===== config.mk =====
export PLATFORM = sky130hd
export DESIGN_NAME = handshake_rx_buffer
export DESIGN_NICKNAME = d
export VERILOG_FILES = /design/src/rtl/handshake_pkg.sv /design/src/rtl/sync_fifo_core.sv /design/src/rtl/handshake_rx_buffer.sv
export SDC_FILE = /design/constraint.sdc
export NUM_CORES = 1
export LEC_CHECK = 0
export CORE_ASPECT_RATIO = 0.7
export CORE_MARGIN = 2
export CORE_UTILIZATION = 50
export CTS_BUF_LIST = sky130_fd_sc_hd__clkbuf_16
export CTS_CLUSTER_DIAMETER = 100
export DETAILED_ROUTE_END_ITERATION = 8
export PLACE_DENSITY = 0.89
export SYNTH_ARGS = -nofsm -noshare
export SYNTH_HDL_FRONTEND = slang
export SYNTH_SLANG_ARGS = --single-unit
export TNS_END_PERCENT = 20

===== constraint.sdc =====
create_clock -name clk -period 3.23 [get_ports clk]
set_input_delay 0.4845 -clock clk [delete_from_list [all_inputs] [get_ports clk]]
set_output_delay 0.4845 -clock clk [all_outputs]
set_load 0.02 [all_outputs]

===== src/rtl/handshake_pkg.sv =====
// handshake_pkg
//   Definitions shared by every endpoint of the valid/ready/data handshake
//   channel: the behavioural master/slave models and the synthesizable
//   receive buffer all use the same beat counter width and fire condition.
//
//   BEAT_CNT_BITS : width of the running accepted-beat counter
//   hs_fire()     : a beat moves across the link on this edge
package handshake_pkg;

    localparam int BEAT_CNT_BITS = 32;

    function automatic logic hs_fire(input logic valid, input logic ready);
        return valid && ready;
    endfunction

endpackage


===== src/rtl/sync_fifo_core.sv =====
// sync_fifo_core
//   Plain synchronous first-word-fall-through FIFO. Knows nothing about the
//   handshake protocol; the caller decides when to push and pop.
//
//   clk    in   single clock, rising edge
//   rst    in   synchronous active-high reset (pointers and count only)
//   push   in   write wdata at the tail (ignored when full)
//   wdata  in   WIDTH-bit entry to write
//   pop    in   drop the head entry (ignored when empty)
//   rdata  out  head entry, combinational from storage
//   count  out  entries currently held
//   full   out  count == DEPTH
//   empty  out  count == 0
module sync_fifo_core #(
    parameter int WIDTH = 8,
    parameter int DEPTH = 4
) (
    input  logic                         clk,
    input  logic                         rst,
    input  logic                         push,
    input  logic [WIDTH-1:0]             wdata,
    input  logic                         pop,
    output logic [WIDTH-1:0]             rdata,
    output logic [$clog2(DEPTH+1)-1:0]   count,
    output logic                         full,
    output logic                         empty
);

    localparam int PTR_W = $clog2(DEPTH);
    localparam int CNT_W = $clog2(DEPTH + 1);

    logic [WIDTH-1:0] mem_q [DEPTH];
    logic [PTR_W-1:0] wr_ptr_q, wr_ptr_d;
    logic [PTR_W-1:0] rd_ptr_q, rd_ptr_d;
    logic [CNT_W-1:0] count_q, count_d;
    logic             do_push;
    logic             do_pop;

    // Full/empty are decoded from the count so that the pointers are free
    // to wrap without needing an extra lap bit.
    assign full    = (count_q == CNT_W'(DEPTH));
    assign empty   = (count_q == '0);
    assign do_push = push && !full;
    assign do_pop  = pop && !empty;
    assign count   = count_q;
    assign rdata   = mem_q[rd_ptr_q];

    // Next-state pointers and occupancy. DEPTH is a power of two, so the
    // natural overflow of the PTR_W-bit add is the DEPTH-1 -> 0 wrap.
    always_comb begin
        wr_ptr_d = wr_ptr_q;
        rd_ptr_d = rd_ptr_q;
        count_d  = count_q;
        if (do_push) begin
            wr_ptr_d = wr_ptr_q + PTR_W'(1);
        end
        if (do_pop) begin
            rd_ptr_d = rd_ptr_q + PTR_W'(1);
        end
        if (do_push && !do_pop) begin
            count_d = count_q + CNT_W'(1);
        end else if (do_pop && !do_push) begin
            count_d = count_q - CNT_W'(1);
        end
    end

    always_ff @(posedge clk) begin
        if (rst) begin
            wr_ptr_q <= '0;
            rd_ptr_q <= '0;
            count_q  <= '0;
        end else begin
            wr_ptr_q <= wr_ptr_d;
            rd_ptr_q <= rd_ptr_d;
            count_q  <= count_d;
        end
    end

    // Storage is deliberately left out of reset; stale entries are never
    // visible because rd_valid is derived from the count.
    always_ff @(posedge clk) begin
        if (do_push) begin
            mem_q[wr_ptr_q] <= wdata;
        end
    end

endmodule


===== src/rtl/handshake_rx_buffer.sv =====
// handshake_rx_buffer
//   Receiving endpoint of the valid/ready/data handshake link. Accepted beats
//   land in a FWFT FIFO that local logic drains through the rd_* pop port.
//
//   clk         in   single clock, rising edge
//   rst         in   synchronous active-high reset
//   valid       in   master presents a beat on data
//   ready       out  a beat offered this cycle is taken
//   data        in   beat payload
//   rd_en       in   pop the head entry
//   rd_valid    out  FIFO holds at least one entry
//   rd_data     out  head entry
//   count       out  entries held
//   overflow    out  sticky: a beat was discarded (ALWAYS_READY=1 only)
//   beat_count  out  accepted beats, wraps modulo 2^32
module handshake_rx_buffer
    import handshake_pkg::*;
#(
    parameter int DATA_BITS    = 8,
    parameter int DEPTH        = 4,
    parameter int ALWAYS_READY = 0
) (
    input  logic                         clk,
    input  logic                         rst,
    input  logic                         valid,
    output logic                         ready,
    input  logic [DATA_BITS-1:0]         data,
    input  logic                         rd_en,
    output logic                         rd_valid,
    output logic [DATA_BITS-1:0]         rd_data,
    output logic [$clog2(DEPTH+1)-1:0]   count,
    output logic                         overflow,
    output logic [BEAT_CNT_BITS-1:0]     beat_count
);

    if (DEPTH < 2 || (DEPTH & (DEPTH - 1)) != 0) begin : g_depth_check
        $fatal(1, "handshake_rx_buffer: DEPTH must be a power of two and >= 2");
    end

    logic                     fifo_full;
    logic                     fifo_empty;
    logic                     fire;
    logic                     push;
    logic                     overflow_q, overflow_d;
    logic [BEAT_CNT_BITS-1:0] beat_count_q, beat_count_d;

    // Ready comes only from reset and registered occupancy, never from
    // rd_en, so a full buffer refuses a beat even if it pops that cycle.
    always_comb begin
        if (ALWAYS_READY != 0) begin
            ready = !rst;
        end else begin
            ready = !rst && !fifo_full;
        end
    end

    // In always-ready mode a beat can fire while full; it is dropped rather
    // than stored, and that is what the overflow flag records.
    assign fire = hs_fire(valid, ready);
    assign push = fire && !fifo_full;

    always_comb begin
        overflow_d   = overflow_q | (fire && fifo_full);
        beat_count_d = beat_count_q + BEAT_CNT_BITS'(push);
    end

    always_ff @(posedge clk) begin
        if (rst) begin
            overflow_q   <= 1'b0;
            beat_count_q <= '0;
        end else begin
            overflow_q   <= overflow_d;
            beat_count_q <= beat_count_d;
        end
    end

    sync_fifo_core #(
        .WIDTH (DATA_BITS),
        .DEPTH (DEPTH)
    ) u_fifo (
        .clk   (clk),
        .rst   (rst),
        .push  (push),
        .wdata (data),
        .pop   (rd_en),
        .rdata (rd_data),
        .count (count),
        .full  (fifo_full),
        .empty (fifo_empty)
    );

    assign rd_valid   = !fifo_empty;
    assign overflow   = overflow_q;
    assign beat_count = beat_count_q;

endmodule

* Word-level counts from Yosys, hierarchy flattened
Memory sizes are Yosys's and may differ from the RTL's. A register that Yosys moved wholly into a read port is not among the register bits. Index checks and enable logic that the tools add are counted.
Operators by class: add/subtract/negate cells 5, eq/ne operators 1, muxes and demuxes 6, bitwise operators 1, reductions and logical operators 15
Operators with widths (number):
- adder 32 x 1 -> 32 bit | 1
- logical AND 1 bit | 8
- two-way mux 3 bit | 2
- logical NOT 1 bit | 5
- adder 2 x 1 -> 2 bit (second input constant) | 2
- two-way mux 2 bit | 2
- adder 3 x 1 -> 3 bit (second input constant) | 1
- == test 3 bit (second input constant) | 1
- logical NOT 3 bit | 1
- subtractor 3 x 1 -> 3 bit (second input constant) | 1
- two-way mux 1 bit | 2
- nonzero test 2 bit | 1
- OR 1 bit | 1
Word-level totals: register bits after elaboration 40, bits in writable memories 32, input port bits 12, output and inout port bits 46, logic and storage cells 34, memories 1
Memory list:
- u_fifo.mem_q | words 4, bits a word 8, read ports 1, clocked after memory_dff 1, write ports 1, RTL line sync_fifo_core.sv:32 | logic [WIDTH-1:0] mem_q [DEPTH];

* Longest topological paths before layout
depth after elaboration 10, depth in mapped cells 10, gate-level depth less buffers 8

* Hierarchy
From an unflattened synthesis, not the netlist that was laid out.
Unflattened totals: cell total of the unflattened synthesis 270, area, all modules 3239.4 um^2
By module, submodules not included:
- sync_fifo_core | instances 1, cells an instance 90, area each 1620.3 um^2, seq. area each 1141.1 um^2
- handshake_rx_buffer | instances 1, cells an instance 180, area each 1619.1 um^2, seq. area each 660.6 um^2

* Worst setup path before layout
Ideal clock, no wire load.
path kind input to register, start input rst, end register beat_count_q[22] (netlist: beat_count[22]), setup time 70 ps, arrival 2722 ps, data required time 3160 ps, path slack 437 ps, stages on the path 9, buffers on the path 2, path through clkbuf_1 -> clkbuf_1 -> a211oi_1 -> ha_1 -> ha_1 -> nand4_1 -> or4_4 -> or4_1 -> a21oi_1
Between the ends: cells in the longest elaborated chain, start to end 5
RTL lines:
- from (decl) | RTL line handshake_rx_buffer.sv:24 | input logic rst,
- logical NOT 1 bit | RTL line handshake_rx_buffer.sv:53 | ready = !rst && !fifo_full;
- logical AND 1 bit | RTL line handshake_rx_buffer.sv:53
- logical AND 1 bit | RTL line handshake_pkg.sv:13 | return valid && ready;
- logical AND 1 bit | RTL line handshake_rx_buffer.sv:60 | assign push = fire && !fifo_full;
- adder 32 x 1 -> 32 bit | RTL line handshake_rx_buffer.sv:64 | beat_count_d = beat_count_q + BEAT_CNT_BITS'(push);
- to (signal assigned) | RTL line handshake_rx_buffer.sv:73 | beat_count_q <= beat_count_d;
- to (decl) | RTL line handshake_rx_buffer.sv:45 | logic [BEAT_CNT_BITS-1:0] beat_count_q, beat_count_d;
Parallel ways exist; a longest one is shown, timed or not. A chain may end at the register's enable or synchronous reset.

* Final worst setup path
start input valid, end register beat_count_q[24] (netlist: beat_count[24])
Between the ends: cells in the longest elaborated chain, start to end 3
RTL lines:
- from (decl) | RTL line handshake_rx_buffer.sv:25 | input logic valid,
- logical AND 1 bit | RTL line handshake_pkg.sv:13
- logical AND 1 bit | RTL line handshake_rx_buffer.sv:60
- adder 32 x 1 -> 32 bit | RTL line handshake_rx_buffer.sv:64
Every way passes these cells.

==> flow_summary.toml <==
[floorplanning]
coreArea_mm2 = 0.00616
dieWidth_um = 98.8
die_area_mm2 = 0.00695
die_h_um = 70.4
pin_count = 58
rows = 24
initial_core_util_pct = 51.1

[sta]
worst_pin_slew_ns = 0.571
rsz0062_at_grt = "no"
post-route-min-period_ns = 2.81
fin_worst_skew_ns = 0.00363
hold_ws_ns = 0.474
setup_viol = 0
maxSlewHeadroom_pct = 61.9
max_freq_ghz = 0.355
hold_viol = 0
tns_ns = 0
maxSlewViolCount = 0
period_share_pct = 87.1

[cells_and_area]
drive_above_1_share_pct = 10.3
final_area_mm2 = 0.00412
syn2layout_area_growth_pct = 30.9
insertedDiodeCount = 0
fin_nets = 346
final_util_pct = 66.9

[synth]
synth-main-ff-cell = "dfxtp_1"
synth_cell_type_count = 38
ys_seq_area_share_pct = 57.3
yosys.area.top_type = "edfxtp_1"
netlist_area_mm2 = 0.00315
ys_top_cells_by_area = "edfxtp_1, dfxtp_1, mux4_2, xor2_1, ha_1"
synth_top_area_share_pct = 30.5
syn_area_per_cell_um2 = 11.8
synth_nets = 288
synth_edf_count = 32
syn_inst = 267
async_flop_share_pct = 0
synth_most_common_cell = "dfxtp_1"
synth_common_cells = "dfxtp_1, edfxtp_1, nor2_1"
synth-warning-count = 0
synth_seq_cells = 74

[clock_network]
hold_buffers = 0
clock_latency_ns = 0.33
ctsResizeCount = 0
ctsHtreeMaxLevel = 3
clk_pin_slew_ns = 0.05
cts_tree = "built"
cts_buffers = 9
cts.path.max_buffers = 2
cts-root-buf = "clkbuf_16"
cts.sinks = 74
postCtsSetupBuffers = 0

[drt]
wire_per_inst_um = 16.1
drt-initial-drc-count = 198
drc = 0
vias_per_cell = 5.63
num_vias = 2298
ant_nets = 0
dr.pass1.iters = 4
routed_wirelength_um = 6560

[global_route]
first_global_vias = 2292
grt-ovfl-total = 0
grt_max_degree = 45
grt_use_total_pct = 19.8
grt_pass1_wl_um = 10800
antenna_found_initial = 0

[pwr]
vdd_drop_max_mv = 0.381
leakage_nw = 1.38
p_per_area_mw_per_mm2 = 650

[placed_design]
dp_hpwl_um = 4520
place_congestion = 0.768
port_buffers = 57
dpl_cell_area_mm2 = 0.00378

[critical_path]
crit_type = "input pin to flip-flop"
arrival_ns = 3.07
end_kind = "flip-flop"
startpoint_type = "input pin"
required_ns = 3.49
cp_max_fo = 14

[outcome]
outcome = "completed"

[job]
maxCapViolCount = 0

[worst_hold_path]
min_path_type = "flip-flop to flip-flop"
[registers in the layout (all words and copies together), names as in the netlist, named ones only]
| register | cells |
|---|---|
| u_fifo.count | 3 |
| beat_count | 32 |
| overflow | 1 |
| u_fifo.mem_q | 32 |
| u_fifo.wr_ptr_q | 2 |
| u_fifo.rd_ptr_q | 2 |
[power breakdown]
part | leakage (nW) | internal, W | switching [W]
Sequential | 0.630 | 0.00104 | 0.0000740
Clock | 0.164 | 0.000746 | 0.000354
Combinational | 0.585 | 0.000251 | 0.000214
[critical path: stages]
cell	delay, ns
clkdlybuf4s50_1	0.46
inv_1	0.05
a211oi_1	0.26
ha_1	0.21
ha_1	0.21
nand4_1	0.17
or4_4	0.54
or4_1	0.53
a21oi_1	0.14
[metal layers]
layer | track usage (%) | up-vias | share of wire [%]
met2 | 33.0 | 64 | 49
li1 | - | 1112 | -
met3 | 5.61 | 7 | 5.5
met1 | 25.3 | 1115 | 45
met4 | 6.09 | 0 | 0.81
met5 | 0 | - | 0
[layout by cell type, fill, tap and decap left out, drive strengths merged, types with 4 or more instances in the layout]
cell	n
and4	6
nand3	11
or3	10
xnor2	4
a21oi	18
nand4	12
inv	11
and2	5
xor2	13
nor2	20
ha	8
nor2b	4
clkbuf	9
o31ai	9
o21ai	9
or4	10
dfxtp	42
clkdlybuf4s50	57
nand2	9
mux4	8
edfxtp	32
[cell families (layout without fill, tap and decap cells)]
family	count (synthesis)	after routing	synth area share, %
mux	10	10	6.40
simple gates	94	94	17.1
fa+ha+maj	9	9	3.82
buf+inv	23	86	2.90
flops	74	74	57.3
compound gates	40	40	7.72
xor+xnor	17	17	4.73
[per-stage QoR]
stage,setup slack [ns],instances,total power [W]
3_3_place_gp,0.174,392,0.00158
3_5_place_dp,0.118,392,0.00160
6_report,0.416,408,0.00268
2_1_floorplan,0.437,267,0.00140
4_1_cts,0.444,408,0.00270
5_1_grt,0.232,408,0.00278
[area by class of cell]
| class | count | area (µm²) |
|---|---|---|
| Multi-Input combinational cell | 170 | 1250 |
| Tap cell | 78 | 97.6 |
| Clock inverter | 7 | 110 |
| Timing Repair Buffer | 60 | 593 |
| Sequential cell | 74 | 1800 |
| Inverter | 10 | 37.5 |
| Clock buffer | 9 | 225 |
| Fill cell | 451 | 2040 |
[final timing paths]
path                   startpoint        endpoint  slack, ns  depth (start not counted)
setup / recovery            valid  beat_count[24]       0.42                          9
hold / removal           overflow        overflow       0.47                          1
setup reg to reg  u_fifo.count[0]  beat_count[24]       0.43                          8
hold reg to reg          overflow        overflow       0.47                          1
Power figures use the tool's default switching activity.
